`src/rtl/risc_pkg.sv`:
```
// Shared constants and types for the instruction fetch path.
//   NOP           : instruction word used for bubbles
//   RESET_VECTOR  : PC value after reset
//   IMM_GROUP     : opcode group (bits 15:13) of two-word instructions
//   INST_W/ADDR_W : instruction and address widths
//   fetch_state_t : fetch FSM state encoding
package risc_pkg;

  localparam int INST_W = 16;
  localparam int ADDR_W = 16;

  localparam logic [INST_W-1:0] NOP          = 16'h0000;
  localparam logic [ADDR_W-1:0] RESET_VECTOR = 16'h0000;
  localparam logic [2:0]        IMM_GROUP    = 3'b110;

  typedef enum logic {
    FETCH_INST = 1'b0,
    FETCH_IMM  = 1'b1
  } fetch_state_t;

  function automatic logic is_two_word(input logic [INST_W-1:0] word);
    return word[INST_W-1 -: 3] == IMM_GROUP;
  endfunction

endpackage

```
`src/rtl/pc_register.sv`:
```
// Program counter with synchronous reset, parallel load and increment.
//   clk, rst    : clock, synchronous active-high reset (to RESET_VECTOR)
//   load        : load load_value (wins over enable)
//   enable      : advance PC by one, 16-bit modulo
//   load_value  : redirect address
//   pc          : current PC
module pc_register
  import risc_pkg::*;
(
  input  logic              clk,
  input  logic              rst,
  input  logic              load,
  input  logic              enable,
  input  logic [ADDR_W-1:0] load_value,
  output logic [ADDR_W-1:0] pc
);

  always_ff @(posedge clk) begin
    if (rst) begin
      pc <= RESET_VECTOR;
    end else if (load) begin
      pc <= load_value;
    end else if (enable) begin
      pc <= pc + 16'd1;
    end
  end

endmodule

```
`src/rtl/fetch_stage.sv`:
```
// Instruction fetch stage: PC, two-word instruction assembly and IF/ID register.
//   clk, rst       : clock, synchronous active-high reset
//   stall          : hold PC, FSM, hold register and IF/ID
//   branch_taken   : redirect to branch_target, flush to a bubble
//   branch_target  : redirect word address
//   imem_addr      : instruction memory address (the PC)
//   imem_data      : instruction memory data, combinational from imem_addr
//   instruction, immediate, pc_next, if_valid : IF/ID register
//
// state      | meaning
// FETCH_INST | PC points at an instruction's first word
// FETCH_IMM  | first word parked in hold, PC points at its immediate word
module fetch_stage
  import risc_pkg::*;
(
  input  logic              clk,
  input  logic              rst,
  input  logic              stall,
  input  logic              branch_taken,
  input  logic [ADDR_W-1:0] branch_target,
  output logic [ADDR_W-1:0] imem_addr,
  input  logic [INST_W-1:0] imem_data,
  output logic [INST_W-1:0] instruction,
  output logic [INST_W-1:0] immediate,
  output logic [ADDR_W-1:0] pc_next,
  output logic              if_valid
);

  fetch_state_t      state;
  logic [INST_W-1:0] hold;
  logic [ADDR_W-1:0] pc;
  logic [ADDR_W-1:0] pc_inc;

  // Branch overrides stall; the PC advances on every non-stalled fetch cycle.
  pc_register u_pc (
    .clk        (clk),
    .rst        (rst),
    .load       (branch_taken),
    .enable     (!stall),
    .load_value (branch_target),
    .pc         (pc)
  );

  assign imem_addr = pc;
  assign pc_inc    = pc + 16'd1;

  always_ff @(posedge clk) begin
    if (rst) begin
      state       <= FETCH_INST;
      hold        <= '0;
      instruction <= NOP;
      immediate   <= '0;
      pc_next     <= '0;
      if_valid    <= 1'b0;
    end else if (branch_taken) begin
      state       <= FETCH_INST;
      hold        <= '0;
      instruction <= NOP;
      immediate   <= '0;
      pc_next     <= '0;
      if_valid    <= 1'b0;
    end else if (!stall) begin
      unique case (state)
        FETCH_INST: begin
          if (is_two_word(imem_data)) begin
            // Park the first word; decode sees a bubble until the immediate arrives.
            hold        <= imem_data;
            state       <= FETCH_IMM;
            instruction <= NOP;
            immediate   <= '0;
            pc_next     <= '0;
            if_valid    <= 1'b0;
          end else begin
            instruction <= imem_data;
            immediate   <= '0;
            pc_next     <= pc_inc;
            if_valid    <= 1'b1;
          end
        end
        FETCH_IMM: begin
          instruction <= hold;
          immediate   <= imem_data;
          pc_next     <= pc_inc;
          if_valid    <= 1'b1;
          state       <= FETCH_INST;
        end
        default: state <= FETCH_INST;
      endcase
    end
  end

endmodule

```
`config.mk`:
```
export PLATFORM = sky130hd
export DESIGN_NAME = fetch_stage
export DESIGN_NICKNAME = d
export VERILOG_FILES = /design/src/rtl/risc_pkg.sv /design/src/rtl/pc_register.sv /design/src/rtl/fetch_stage.sv
export SDC_FILE = /design/constraint.sdc
export NUM_CORES = 1
export LEC_CHECK = 0
export CORE_AREA = 3 3 99 101
export CTS_CLUSTER_DIAMETER = 50
export DETAILED_ROUTE_END_ITERATION = 16
export DIE_AREA = 0 0 102 104
export HOLD_SLACK_MARGIN = 0.15
export MAX_ROUTING_LAYER = met4
export PLACE_DENSITY = 0.68
export REMOVE_ABC_BUFFERS = 1
export SLEW_MARGIN = 40
export SYNTH_ARGS = -nofsm -noshare
export SYNTH_HDL_FRONTEND = slang
export SYNTH_HIERARCHICAL = 1
export SYNTH_SLANG_ARGS = --single-unit
```
`constraint.sdc`:
```
create_clock -name clk -period 1.5 [get_ports clk]
set_input_delay 0.3 -clock clk [delete_from_list [all_inputs] [get_ports clk]]
set_output_delay 0.3 -clock clk [all_outputs]
set_load 0.02 [all_outputs]
```
==> metrics.txt, run 1 <==
run status finished clean; layout cells sized above 1 0.201; Crit. End Element primary output; Non-Filler Instances 645; post-synth top area share 0.463; GP Congestion 0.834; Synth Cell Area 3550 um2; main area contributors after synthesis dfxtp_1 (46%), nor2_1 (6.7%), mux2i_1 (5.1%), a22oi_1 (4.2%), xnor2_1 (4.2%); Congestion Overflow GR 0; Cells after Synth 385; Seq cells post-synth 82; most frequent cells in the layout dfxtp_1 (73), dlygate4sd2_1 (63), nor2_1 (62), buf_4 (52), clkdlybuf4s50_1 (31); Cell Pwr Density 880 nW/um2; wire length on met3 565 um; Initial Utilization 0.389; HPWL Detailed 6.90 mm; DR WL met2 4.54 mm; Placed Cells 623; highest routed layer met4; num ports 101; vias per inst 5.18; worst hold margin 0.440 ns; antenna viol nets, final 0; H-tree levels 3; maximum root-to-sink buffer count 2; crit path max fanout 5; die height 104 um; Cell variety after synth 34; Seq/Total Area, Yosys 0.463; Die W 102 um; final worst setup slack 0.0455 ns; worst path bufs/invs 1; Reg area 1660 um2; Initial DRT Pass Iterations 7; worst vdd ir 0.558 mV; Sink Count 82; Yosys warnings 6; Crit path largest cell delay 0.46 ns; commonest non-fill, non-tap cell in the layout dfxtp_1; Filler cells 839; vias in the first global route 3310; GR Util All Layers 0.191; maxcap violations 0; clock slew at reported path FFs 0.09 ns; Period minus WS final 1.45 ns; Layout Nets 566; worst min-delay path class in -> reg; relative slew slack 0.583; area grow syn2layout 50.2%; final hold violation count 0; via count 3344; DRT iter0 DRCs 244; # setup viols final 0; syn_area_per_cell 9.21 um2; Largest delay share family, worst path flip-flops; root buf cell clkbuf_8; overall power 0.00469 W; actual slew at the worst max-slew pin 0.625 ns; startpoint types flop; LEAKAGE 2.48 nW; row count 35; initial antenna violation count 1; hold buffer count at CTS 0; WL met1 4.39 mm; multi-input logic area 1800 um2; largest net degree at the start of global routing 54; CTS Buf Count 9; CP arrival 1.15 ns; worst setup path category reg -> out; Core Area 9110 um2; Critical Path Slowest Stage Cell dfxtp_1; Worst Path Required 1.20 ns; worst path cell trace clkdlybuf4s15_1; die area 10600 um2; CTS tree yes; Max Fclk 688 MHz; Final Slew Violations 0; first-pass GRT wire length 15.9 mm; residual DRC count 0; routed wirelength normalized by instance count 15.0 um; worst skew pair latency 0.36 ns; Core Util, Final 0.585; skew final 0.00957 ns; top cell type by total area after synthesis dfxtp_1; crit share post-route 0.970; final wirelength 9.69 mm; worst slack, placed -0.589 ns; I/O Buffers 100
## cells by family after synthesis
logic type | synth area share
and+or+nand+nor | 0.197
DFF | 0.463
AOI/OAI and AO/OA | 0.155
buffers and inverters | 0.0582
xor gates and xnor gates | 0.0692
muxes | 0.0508
adders and majority gates | 0.00706
## metal layers
metal	vias to the layer above	GRT usage
met1	1600	0.243
met3	16	0.0570
met4	0	0.0637
met2	89	0.289
met5	-	-
li1	1639	-
## layout make-up
type                    count  share of cell area
inverters                  18              0.0127
repair buffers            159               0.273
flip-flops and latches     82               0.311
multi-input cells         258               0.338
clock buffers               9              0.0233
well taps                 111              0.0261
clock inverters             7              0.0157
diodes                      1            0.000470
## registers in the layout, indices dropped and copies added, names as in the netlist
name / count
hold: 16
if_valid: 1
immediate: 16
instruction: 16
pc_next: 16
state: 1
u_pc/pc: 16
## synth_stat cells
master / number
dfxtp_1: 82
nor2_1: 63
nand2_1: 22
a22oi_1: 20
a21oi_1: 18
inv_1: 18
mux2i_1: 18
clkbuf_1: 17
xnor2_1: 17
a222oi_1: 14
o21a_1: 11
xor2_1: 11
nand3_1: 9
nor3_1: 9
o21ai_0: 9
buf_2: 6
nand4_1: 6
buf_6: 4
nor4_2: 4
and3_1: 3
nand4_4: 3
nor4_1: 3
o21ai_1: 3
ha_1: 2
nor2b_1: 2
nor4_4: 2
or3_1: 2
a21o_1: 1
a221oi_1: 1
nand2b_1: 1
nand3b_1: 1
nor3b_2: 1
o211a_1: 1
or2_2: 1
## through the flow
step	cell area [um2]	setup TNS, ns
floorplan	3410	-11.74
global placement	4990	-30.59
detailed placement	5000	-34.72
CTS	5200	0
global route	5330	-0.0330
finish	5330	0
## repair_timing
action | in CTS | in global routing
resized for setup | 84 | 24
buffers inserted | 1 | 3
cloned | 1 | 0
pin swaps | 3 | 4
setup endpoints to repair | 120 | 22
## power by group
part	switching, W	total (W)	internal [W]	leakage (nW)
Combinational	0.000342	0.000679	0.000337	1.71
Clock	0.000905	0.00171	0.000802	0.103
Sequential	0.0000642	0.00230	0.00224	0.670
Total	0.00131	0.00469	0.00338	2.48
## worst paths after layout
check | start | end | slack (ns) | cells after the start
worst min register to register | pc_next[14]$_SDFFE_PP0N_ | pc_next[14]$_SDFFE_PP0N_ | 0.44 | 2
worst max register to register | u_pc/pc[3]$_SDFFE_PP0P_ | pc_next[15]$_SDFFE_PP0N_ | 0.07 | 5
worst min-delay path | imem_data[13] | immediate[13]$_SDFFE_PP0N_ | 0.44 | 4
worst max-delay path | u_pc/pc[9]$_SDFFE_PP0P_ | imem_addr[9] | 0.05 | 1
No activity file was read; power rests on OpenSTA's default activity.
==> run 2: changes to the inputs <==
--- a/config.mk
+++ b/config.mk
@@ -5,13 +5,14 @@
 export SDC_FILE = /design/constraint.sdc
 export NUM_CORES = 1
 export LEC_CHECK = 0
-export CORE_AREA = 3 3 99 101
+export ABC_AREA = 0
+export CORE_AREA = 3 3 105 107
 export CTS_CLUSTER_DIAMETER = 50
 export DETAILED_ROUTE_END_ITERATION = 16
-export DIE_AREA = 0 0 102 104
+export DIE_AREA = 0 0 108 110
 export HOLD_SLACK_MARGIN = 0.15
 export MAX_ROUTING_LAYER = met4
-export PLACE_DENSITY = 0.68
+export PLACE_DENSITY = 0.61
 export REMOVE_ABC_BUFFERS = 1
 export SLEW_MARGIN = 40
 export SYNTH_ARGS = -nofsm -noshare
==> run 2 against run 1 <==
Die area is 12% higher. Via count is 1.7% lower. Sequential power hardly changed. Global-route usage is 1.6 points lower. Critical path depth is 4 higher.
==> metrics.txt, run 2 (same netlist as run 1, synthesis figures left out) <==
layout cells sized above 1 0.199; Core Area 10200 um2; Internal Dissipation 0.00324 W; worst setup path category reg -> reg; most frequent cells in the layout dfxtp_1 (74), nor2_1 (63), dlygate4sd2_1 (63), buf_4 (51), clkdlybuf4s50_1 (31); root buf cell clkbuf_8; Clock Power Share 0.336; crit share post-route 0.976; I/O Buffers 100; RSZ-0062 raised after global routing yes; Layout Nets 566; relative slew slack 0.612; die height 110 um; CTS tree yes; crit path max fanout 9; H-tree levels 3; startpoint types flop; GP Congestion 0.809; final wirelength 9.83 mm; Final Slew Violations 0; Initial DRT Pass Iterations 5; residual DRC count 0; final hold violation count 0; Net Sw Frac 0.279; commonest non-fill, non-tap cell in the layout dfxtp_1; Sink Count 82; worst skew pair latency 0.35 ns; CTS Buf Count 9; HPWL Detailed 6.97 mm; overall power 0.00450 W; worst min-delay path class in -> reg; Crit. End Element flop; CP arrival 1.71 ns; Die W 108 um; antenna viol nets, final 0; final worst setup slack 0.0359 ns; die area 11900 um2; Cell Pwr Density 855 nW/um2; sequential share of power 0.511; row count 37; initial antenna violation count 1; LEAKAGE 2.39 nW; vias per inst 4.91; largest net degree at the start of global routing 54; Congestion Overflow GR 0; maximum root-to-sink buffer count 2; maxcap violations 0; worst slack, placed -0.552 ns; Initial Utilization 0.347; combinational fraction of design power 0.154; vias in the first global route 3173; actual slew at the worst max-slew pin 0.581 ns; clock slew at reported path FFs 0.08 ns; Net Sw Power 0.00126 W; worst hold margin 0.415 ns; multi-input logic area 1750 um2; worst vdd ir 0.470 mV; GR Util All Layers 0.175; routed wirelength normalized by instance count 14.7 um; area grow syn2layout 48.5%; Worst Path Required 1.75 ns; Max Fclk 683 MHz; via count 3287; first-pass GRT wire length 15.8 mm; run status finished clean; DRT iter0 DRCs 205; num ports 101; skew final 0.00832 ns; Period minus WS final 1.46 ns; Filler cells 975; # setup viols final 0; Reg area 1650 um2
[run 2: worst max-delay path, stage by stage, from the launching register on]
cell	delay [ns]
dfxtp_2	0.43
buf_4	0.17
nand4_4	0.18
nor4_2	0.36
xnor2_1	0.16
o21ai_1	0.07
[run 2: per-stage QoR]
step	std cells	instance area [um2]	utilization	TNS, ns
finish	670	5270	0.515	0
global route	670	5270	0.515	-0.180
CTS	668	5230	0.511	0
detailed placement	647	5030	0.491	-32.11
global placement	647	5020	0.490	-34.02
floorplan	358	3410	-	-11.74
[run 2: what timing repair did]
item | in CTS | in global routing
gates cloned | 2 | 0
resized for setup | 87 | 13
pin swaps | 2 | 3
hold buffers | 0 | 0
buffers inserted | 3 | 1
setup endpoints to repair | 108 | 12
[run 2: final cells by class]
| type | instances | share of cell area |
|---|---|---|
| well taps | 136 | 0.0323 |
| inverters | 18 | 0.0128 |
| diodes | 1 | 0.000475 |
| flip-flops and latches | 82 | 0.314 |
| multi-input cells | 259 | 0.333 |
| clock buffers | 10 | 0.0261 |
| clock inverters | 6 | 0.00927 |
| repair buffers | 158 | 0.272 |
[run 2: layer usage]
metal  vias up  track usage  wire, um
met2        83        0.257      4570
met3         7       0.0536       607
met1      1550        0.232      4550
li1       1647            -         -
met5         -            -         0
met4         0       0.0532       106
[run 2: power groups by stage]
stage | clock network (W) | logic [W] | registers [W]
CTS | 0.00158 | 0.000687 | 0.00230
floorplan | 0 | 0.000192 | 0.00242
detailed placement | 0 | 0.000710 | 0.00235
finish | 0.00151 | 0.000692 | 0.00230
global placement | 0 | 0.000699 | 0.00235
global route | 0.00167 | 0.000753 | 0.00231
[run 2: path summary, 6_finish.rpt]
path	startpoint	to	slack [ns]	cells past startpoint
worst max-delay path	u_pc/pc[4]$_SDFFE_PP0P_	pc_next[13]$_SDFFE_PP0N_	0.04	5
worst min-delay path	imem_data[13]	immediate[13]$_SDFFE_PP0N_	0.41	4
worst max register to register	u_pc/pc[4]$_SDFFE_PP0P_	pc_next[13]$_SDFFE_PP0N_	0.04	5
worst min register to register	pc_next[15]$_SDFFE_PP0N_	pc_next[15]$_SDFFE_PP0N_	0.44	2
